[src/rtl/drive_cmd_tx.sv]
// drive_cmd_tx: serial transmitter for drive commands (instruction + torque),
// one UART-style frame per accepted command on a single idle-high wire.
// Ports: clk, reset_n (async, active-low); cmd_valid/cmd_ready handshake;
//   instruction[1:0], torque[2:0] command inputs; tx_line serial output;
//   busy (frame in progress); tx_done (one-cycle pulse on last stop cycle).
// Option: define DRIVE_CMD_TX_PARITY_EN to append an even-parity bit.
module drive_cmd_tx #(
    parameter int CLKS_PER_BIT = 434,
    parameter int MAX_TORQUE   = 4
) (
    input  logic       clk,
    input  logic       reset_n,
    input  logic       cmd_valid,
    output logic       cmd_ready,
    input  logic [1:0] instruction,
    input  logic [2:0] torque,
    output logic       tx_line,
    output logic       busy,
    output logic       tx_done
);

    localparam logic [15:0] BIT_LOAD = 16'(CLKS_PER_BIT - 1);
    localparam logic [2:0]  TQ_MAX   = 3'(MAX_TORQUE);
    localparam logic [2:0]  LAST_IDX = 3'd4;

`ifdef DRIVE_CMD_TX_PARITY_EN
    typedef enum logic [2:0] {
        IDLE   = 3'd0,
        START  = 3'd1,
        DATA   = 3'd2,
        PARITY = 3'd3,
        STOP   = 3'd4
    } state_t;
`else
    typedef enum logic [2:0] {
        IDLE  = 3'd0,
        START = 3'd1,
        DATA  = 3'd2,
        STOP  = 3'd4
    } state_t;
`endif

    state_t      state, state_nxt;
    logic [15:0] cnt, cnt_nxt;
    logic [2:0]  idx, idx_nxt;
    logic [1:0]  inst_q, inst_nxt;
    logic [2:0]  torq_q, torq_nxt;
    logic [2:0]  torque_clamped;
    logic [4:0]  frame_nxt;
    logic        accept;
    logic        bit_end;
    logic        line_nxt;
    logic        done_nxt;
    logic        ready_nxt;
    logic        busy_nxt;

    always_comb begin
        accept         = cmd_valid && cmd_ready;
        bit_end        = (cnt == 16'd0);
        torque_clamped = (torque > TQ_MAX) ? TQ_MAX : torque;
        state_nxt      = state;
        cnt_nxt        = cnt;
        idx_nxt        = idx;
        inst_nxt       = inst_q;
        torq_nxt       = torq_q;

        unique case (state)
            IDLE: begin
                if (accept) begin
                    state_nxt = START;
                    cnt_nxt   = BIT_LOAD;
                    inst_nxt  = instruction;
                    torq_nxt  = torque_clamped;
                end
            end
            START: begin
                if (bit_end) begin
                    state_nxt = DATA;
                    cnt_nxt   = BIT_LOAD;
                    idx_nxt   = 3'd0;
                end else begin
                    cnt_nxt = cnt - 16'd1;
                end
            end
            DATA: begin
                if (bit_end) begin
                    cnt_nxt = BIT_LOAD;
                    if (idx == LAST_IDX) begin
`ifdef DRIVE_CMD_TX_PARITY_EN
                        state_nxt = PARITY;
`else
                        state_nxt = STOP;
`endif
                    end else begin
                        idx_nxt = idx + 3'd1;
                    end
                end else begin
                    cnt_nxt = cnt - 16'd1;
                end
            end
`ifdef DRIVE_CMD_TX_PARITY_EN
            PARITY: begin
                if (bit_end) begin
                    state_nxt = STOP;
                    cnt_nxt   = BIT_LOAD;
                end else begin
                    cnt_nxt = cnt - 16'd1;
                end
            end
`endif
            STOP: begin
                if (bit_end) begin
                    // a waiting command goes straight into the next
                    // start bit, so back-to-back frames have no gap
                    if (accept) begin
                        state_nxt = START;
                        cnt_nxt   = BIT_LOAD;
                        inst_nxt  = instruction;
                        torq_nxt  = torque_clamped;
                    end else begin
                        state_nxt = IDLE;
                    end
                end else begin
                    cnt_nxt = cnt - 16'd1;
                end
            end
            default: begin
                state_nxt = IDLE;
                cnt_nxt   = 16'd0;
                idx_nxt   = 3'd0;
            end
        endcase

        // outputs are decoded from next-state values and registered,
        // keeping the serial line glitch-free
        frame_nxt = {torq_nxt, inst_nxt};
        line_nxt  = 1'b1;
        unique case (state_nxt)
            START:   line_nxt = 1'b0;
            DATA:    line_nxt = frame_nxt[idx_nxt];
`ifdef DRIVE_CMD_TX_PARITY_EN
            PARITY:  line_nxt = ^frame_nxt;
`endif
            default: line_nxt = 1'b1;
        endcase

        done_nxt  = (state_nxt == STOP) && (cnt_nxt == 16'd0);
        ready_nxt = (state_nxt == IDLE) || done_nxt;
        busy_nxt  = (state_nxt != IDLE);
    end

    always_ff @(posedge clk or negedge reset_n) begin
        if (!reset_n) begin
            state     <= IDLE;
            cnt       <= 16'd0;
            idx       <= 3'd0;
            inst_q    <= 2'd0;
            torq_q    <= 3'd0;
            tx_line   <= 1'b1;
            busy      <= 1'b0;
            tx_done   <= 1'b0;
            cmd_ready <= 1'b0;
        end else begin
            state     <= state_nxt;
            cnt       <= cnt_nxt;
            idx       <= idx_nxt;
            inst_q    <= inst_nxt;
            torq_q    <= torq_nxt;
            tx_line   <= line_nxt;
            busy      <= busy_nxt;
            tx_done   <= done_nxt;
            cmd_ready <= ready_nxt;
        end
    end

endmodule

[config.mk]
export PLATFORM = sky130hd
export DESIGN_NAME = drive_cmd_tx
export DESIGN_NICKNAME = d
export VERILOG_FILES = /design/src/rtl/drive_cmd_tx.sv
export SDC_FILE = /design/constraint.sdc
export NUM_CORES = 1
export LEC_CHECK = 0
export ABC_AREA = 1
export BUFFER_PORTS_ARGS = -buffer_cell sky130_fd_sc_hd__buf_2
export CORE_MARGIN = 8
export CORE_UTILIZATION = 45
export DETAILED_ROUTE_END_ITERATION = 8
export GPL_TIMING_DRIVEN = 0
export PLACE_DENSITY = 0.7
export SETUP_SLACK_MARGIN = 0.2
export SLEW_MARGIN = 20
export SYNTH_ARGS = -nofsm -noshare
export SYNTH_HDL_FRONTEND = slang
export SYNTH_SLANG_ARGS = --single-unit
[constraint.sdc]
create_clock -name clk -period 5.55 [get_ports clk]
set_clock_uncertainty 0.2 [all_clocks]
set_input_delay 0.2775 -clock clk [delete_from_list [all_inputs] [get_ports clk]]
set_output_delay 0.2775 -clock clk [all_outputs]
set_load 0.02 [all_outputs]
==> results of run 1 <==
synthesized netlist by cell type (2+ instances only):
cell type  number  area share, %
nand4_1         5            1.4
nand2_2         9            2.5
nand3b_1        2           0.68
inv_1          52            8.8
nor2_4          4            2.0
o21ai_1         4           0.90
dfrtp_1        30             34
nand3_2         3            1.4
inv_2           2           0.34
a21oi_1         7            1.6
nand2_4         2            1.0
o211ai_1        2           0.68
xor2_1          2           0.79
nand3_1        45             10
nand2_1        93             16
o21ai_0         6            1.4
nor2_1         38            6.4
nor2_2          7            2.0
ha_1            4            2.3
routing by layer:
layer / vias up / track usage, % / wire [um]
met2: 72 / 24.14 / 2377
met3: 8 / 2.579 / 262
met1: 965 / 21.54 / 2663
li1: 1084 / - / -
met5: - / 0 / 0
met4: 0 / 5.255 / 77
sequential cells by signal (all words and copies together), names as in the netlist:
signal / cells
inst_q: 2
cmd_ready: 1
torq_q: 3
tx_done: 1
idx: 3
state: 3
cnt: 16
tx_line: 1
busy: 1
power by group through the flow:
stage	Sequential (uW)	Clock, uW	Combinational (uW)
finish	226	190	7.86
global route	226	202	9.47
CTS	226	192	8.23
detailed placement	230	0	7.84
global placement	230	0	7.70
floorplan	230	0	0.511
metrics by stage:
stage,utilization [%],cells,power (uW),hold slack (ns)
4_1_cts,51.95,419,426.1,0.05709
2_1_floorplan,-,332,230.7,-0.2181
3_5_place_dp,49.80,410,238.0,0.1813
6_report,51.95,419,423.8,0.06101
3_3_place_gp,49.80,410,237.9,0.1751
5_1_grt,51.95,419,437.1,0.08235
final cells by class:
| type | instances | area (um2) | area share (%) |
|---|---|---|---|
| clock inverters | 1 | 5.005 | 0.2040 |
| repair buffers | 12 | 65.06 | 2.652 |
| well taps | 67 | 83.83 | 3.417 |
| clock buffers | 7 | 86.33 | 3.519 |
| multi-input cells | 243 | 1209 | 49.26 |
| inverters | 55 | 207.7 | 8.465 |
| plain buffers | 3 | 20.02 | 0.8159 |
| flip-flops and latches | 31 | 777.0 | 31.67 |
critical path: stages (launching register included):
cell and delay (ns):
dfrtp_1 0.40, inv_1 0.12, ha_1 0.23, nand3_1 0.17, nor2_4 0.17, nand2_4 0.11, nand2_4 0.14, nand3_1 0.11
o22ai_1 0.27, inv_1 0.07, nand3_1 0.07, nor2_1 0.04, nand3_1 0.05, nand2_1 0.05
path summary, 6_finish.rpt:
path,start,cells past startpoint,end,slack [ns]
max in group asynchronous,reset_n,2,cnt[11],4.31
worst max-delay path,cnt[0],13,cmd_ready,3.22
worst min-delay path,instruction[1],3,inst_q[1],0.06
worst min register to register,inst_q[0],2,inst_q[0],0.28
worst max register to register,cnt[0],13,cmd_ready,3.22
min in group asynchronous,reset_n,2,cnt[0],0.38
cell families (layout without fill, tap and decap cells):
group	after synthesis	after routing	synth area share (%)
buf+inv	58	78	10.29
simple gates	212	212	44.66
xor+xnor	3	3	1.187
compound gates	24	24	6.501
flops	31	31	35.10
fa+ha+maj	4	4	2.261
==> flow_summary.toml, run 1 <==
[timing]
period_minus_slack_ns = 2.334
fin_crit_sh_pct = 42.05
fin_setup_tns_ns = 0
fin_ws_ns = 3.216
worstMarginPinSlew_ns = 0.7195
timing.fmax_ghz = 0.4285
setup_viol_count_final = 0
rsz0062_at_grt = "false"
hold_viol_final = 0
relSlewSlack_pct = 52.03
maxSlewViolCount = 0

[clock_network]
cts_sinks = 31
cts_root_buf = "clkbuf_8"
cts_resized = 0
cts_buffers = 5
tritoncts = "done"
clk_pin_slew_ns = 0.07
insertion_delay_ns = 0.28
htreeDepth = 2
holdBufCountCts = 1
clockBufferDepth = 2
postCtsSetupRepairBufs = 0

[logic_synthesis]
yosysSeqAreaShare_pct = 35.10
yosys_most_used_dff = "dfrtp_1"
syn_nets = 344
syn_area_per_cell_um2 = 6.667
synthArstFlopShare_pct = 100.0
syn_inst = 332
synth_edf_count = 0
synth_cell_type_count = 34
ys_ff_latch = 31
yosys_warnings = 0
syn_area_mm2 = 0.002213

[place]
dp_hpwl_um = 4120
place_area_mm2 = 0.002352
io_buffer_count = 11
gp_congestion = 0.8832
dp_slack_ns = 3.279

[critical_path]
start_kind = "flop"
crit_path_max_fanout = 9
cp.required_ns = 5.52
cp.arrival_ns = 2.30
end_kind = "flop"
critPathKind = "flop to flop"

[global_route]
grt_start_max_net_pins = 32
grt_pass1_vias = 2020
antenna_found_initial = 0
overflow = 0
grt.total_usage_pct = 15.70
grt_pass1_wl_um = 9287

[detailed_routing]
drt-initial-drc-count = 161
final_antenna_net_count = 0
wl_per_cell_um = 12.84
vias_per_cell = 5.081
wirelength_um = 5380
drc = 0
num_vias = 2129
drt-pass1-iter-count = 4

[die]
ioPinCount = 12
die_h_um = 86.13
start_util_pct = 46.86
coreArea_mm2 = 0.004723
rows = 25
dieArea_mm2 = 0.007418
die_x_um = 86.13

[worst_hold_path]
min_path_type = "input pin to flop"

[power]
power-per-cell-area_mw_per_mm2 = 172.7
power_switching_uw = 95.50
seq_power_share_pct = 53.3
p_sw_share_pct = 22.54
worst_ir_drop_vdd_mv = 0.1186
p_int_uw = 328.2
clock_power_share_pct = 44.8
p_leak_uw = 0.001291
comb_power_share_pct = 1.9

[finish]
layout.nets = 363
antenna_cells = 0
design_area_mm2 = 0.002454
fillerInstances = 465
layout_common_cells = "93 x nand2_1, 52 x inv_1, 45 x nand3_1, 38 x nor2_1, 30 x dfrtp_1"
final_common_cell = "nand2_1"
drive_above_1_share_pct = 15.34
syn2layout_area_growth_pct = 10.85

[run_status]
status = "complete, no violations"

[run]
maxCapViolations = 0
No activity file was read; power rests on OpenSTA's default activity.
==> run 2: changes to the inputs <==
clock period = 2.2 ns   (was 5.55 ns; I/O delays follow)
==> flow_summary.toml, run 2 (synthesis results as in run 1) <==
[run_status]
status = "complete, no violations"

[critical_path]
critPathKind = "flop to flop"
cp.required_ns = 2.22
cp_slowest_cell = "dfrtp_1"
cp_num_buf_inv = 3
worstPathCellList = "inv_2, ha_4, nand3_4, nor2_4, nand2_4, buf_6, o21ai_2, o21ai_1, inv_1, nand2_1, nor2_1, nor2_1, a21oi_2"
crit_path_max_fanout = 7
cp.arrival_ns = 2.11
max_stage_delay_ns = 0.39
crit_family = "simple AND/OR/NAND/NOR gates"
start_kind = "flop"
end_kind = "flop"
path_common_cell = "nor2_1"

[power]
p_int_uw = 832.6
p_leak_uw = 0.001425
p_sw_share_pct = 22.35
clock_power_share_pct = 44.5
worst_ir_drop_vdd_mv = 0.2774
power_switching_uw = 239.7
power-per-cell-area_mw_per_mm2 = 379.4
seq_power_share_pct = 53.1
comb_power_share_pct = 2.4

[detailed_routing]
num_vias = 2252
drt-pass1-iter-count = 4
drt-initial-drc-count = 249
drc = 0
wl_per_cell_um = 13.75
wirelength_um = 6065
vias_per_cell = 5.107
final_antenna_net_count = 0

[clock_network]
insertion_delay_ns = 0.29
tritoncts = "done"
cts_sinks = 31
htreeDepth = 2
clockBufferDepth = 2
clk_pin_slew_ns = 0.07
cts_buffers = 5
cts_root_buf = "clkbuf_8"

[die]
die_x_um = 86.13
dieArea_mm2 = 0.007418
coreArea_mm2 = 0.004723
die_h_um = 86.13
start_util_pct = 46.86
ioPinCount = 12
rows = 25

[finish]
final_common_cell = "nand2_1"
design_area_mm2 = 0.002826
layout_common_cells = "81 x nand2_1, 46 x inv_1, 43 x nand3_1, 31 x nor2_1, 25 x dfrtp_1"
layout.nets = 385
largest_reg_flops = 16
antenna_cells = 0
fillerInstances = 419
syn2layout_area_growth_pct = 27.70
finish.utilization_pct = 59.84
regMostFlops = "cnt"
drive_above_1_share_pct = 29.95

[timing]
hold_viol_final = 0
fin_ws_ns = 0.1044
timing.fmax_ghz = 0.4772
setup_viol_count_final = 0
period_minus_slack_ns = 2.096
maxSlewViolCount = 0
relSlewSlack_pct = 51.46
worstMarginPinSlew_ns = 0.7281
fin_crit_sh_pct = 95.25
rsz0062_at_grt = "true"
fin_setup_tns_ns = 0

[place]
place_area_mm2 = 0.002352
gp_congestion = 0.8832
dp_hpwl_um = 4120
io_buffer_count = 11
dp_slack_ns = -0.07073

[global_route]
grt_pass1_vias = 2148
grt_pass1_wl_um = 9660
grt_start_max_net_pins = 32
grt.total_usage_pct = 16.46
antenna_found_initial = 0
overflow = 0

[worst_hold_path]
min_path_type = "input pin to flop"

[run]
maxCapViolations = 0
-- run 2: changes by cell type in the layout (fill, tap and decap cells not counted), sizes merged --
cell,change
buf,+18
dlygate4sd3,+4
-- run 2: worst register-to-register path, cell delays in order, from the launching register on --
cell	delay, ns
dfrtp_1	0.39
inv_2	0.11
ha_4	0.17
nand3_4	0.08
nor2_4	0.15
nand2_4	0.13
buf_6	0.15
o21ai_2	0.09
o21ai_1	0.10
inv_1	0.09
nand2_1	0.07
nor2_1	0.13
nor2_1	0.07
a21oi_2	0.11
-- run 2: layout make-up --
| type | instances | area [um2] | share of cell area (%) |
|---|---|---|---|
| plain buffers | 3 | 25.02 | 0.8853 |
| clock inverters | 1 | 5.005 | 0.1771 |
| repair buffers | 34 | 247.7 | 8.765 |
| flip-flops and latches | 31 | 783.3 | 27.71 |
| inverters | 55 | 207.7 | 7.348 |
| well taps | 67 | 83.83 | 2.966 |
| multi-input cells | 243 | 1388 | 49.09 |
| clock buffers | 7 | 86.33 | 3.054 |
-- run 2: final timing paths --
check	startpoint	end	slack, ns	cells past startpoint
min in group asynchronous	reset_n	torq_q[0]	0.21	2
max reg2reg	cnt[0]	tx_line	0.10	13
max in group asynchronous	reset_n	cnt[5]	1.08	2
min reg2reg	inst_q[0]	inst_q[0]	0.28	2
min	torque[0]	torq_q[0]	0.09	7
max	cnt[0]	tx_line	0.10	13
-- run 2: routing by layer --
| layer | wire (um) | part of all wire, % | global-route usage (%) | up-vias |
|---|---|---|---|---|
| met5 | 0 | 0 | 0 | - |
| met4 | 130 | 2.1 | 7.484 | 0 |
| met1 | 2831 | 47 | 21.88 | 1046 |
| met2 | 2804 | 46 | 25.40 | 58 |
| met3 | 299 | 4.9 | 2.579 | 12 |
| li1 | - | - | - | 1136 |
-- run 2: timing repair --
item                                    4_1_cts  5_1_grt
buffers inserted                             11        7
pin swaps                                    12       22
hold endpoints to repair                     34        0
gates resized for setup                      23       35
endpoints found under the setup margin        5        4
cloned                                        0        0
hold buffers                                  5        0
-- run 2: metrics by stage --
step / hold slack (ns) / total power [uW] / instances
after floorplan: -0.3856 / 582.1 / 332
after global placement: 0.007641 / 600.0 / 410
after detailed placement: 0.01382 / 600.4 / 410
after CTS: 0.09161 / 1080 / 434
after global routing: 0.1877 / 1109 / 441
final: 0.09084 / 1072 / 441
-- run 2: power by group through the flow --
| stage | clock network, uW | registers [uW] | logic (uW) |
|---|---|---|---|
| 3_5_place_dp | 0 | 581 | 19.8 |
| 2_1_floorplan | 0 | 581 | 1.29 |
| 3_3_place_gp | 0 | 581 | 19.4 |
| 6_report | 477 | 570 | 25.4 |
| 5_1_grt | 510 | 569 | 29.6 |
| 4_1_cts | 484 | 570 | 26.2 |
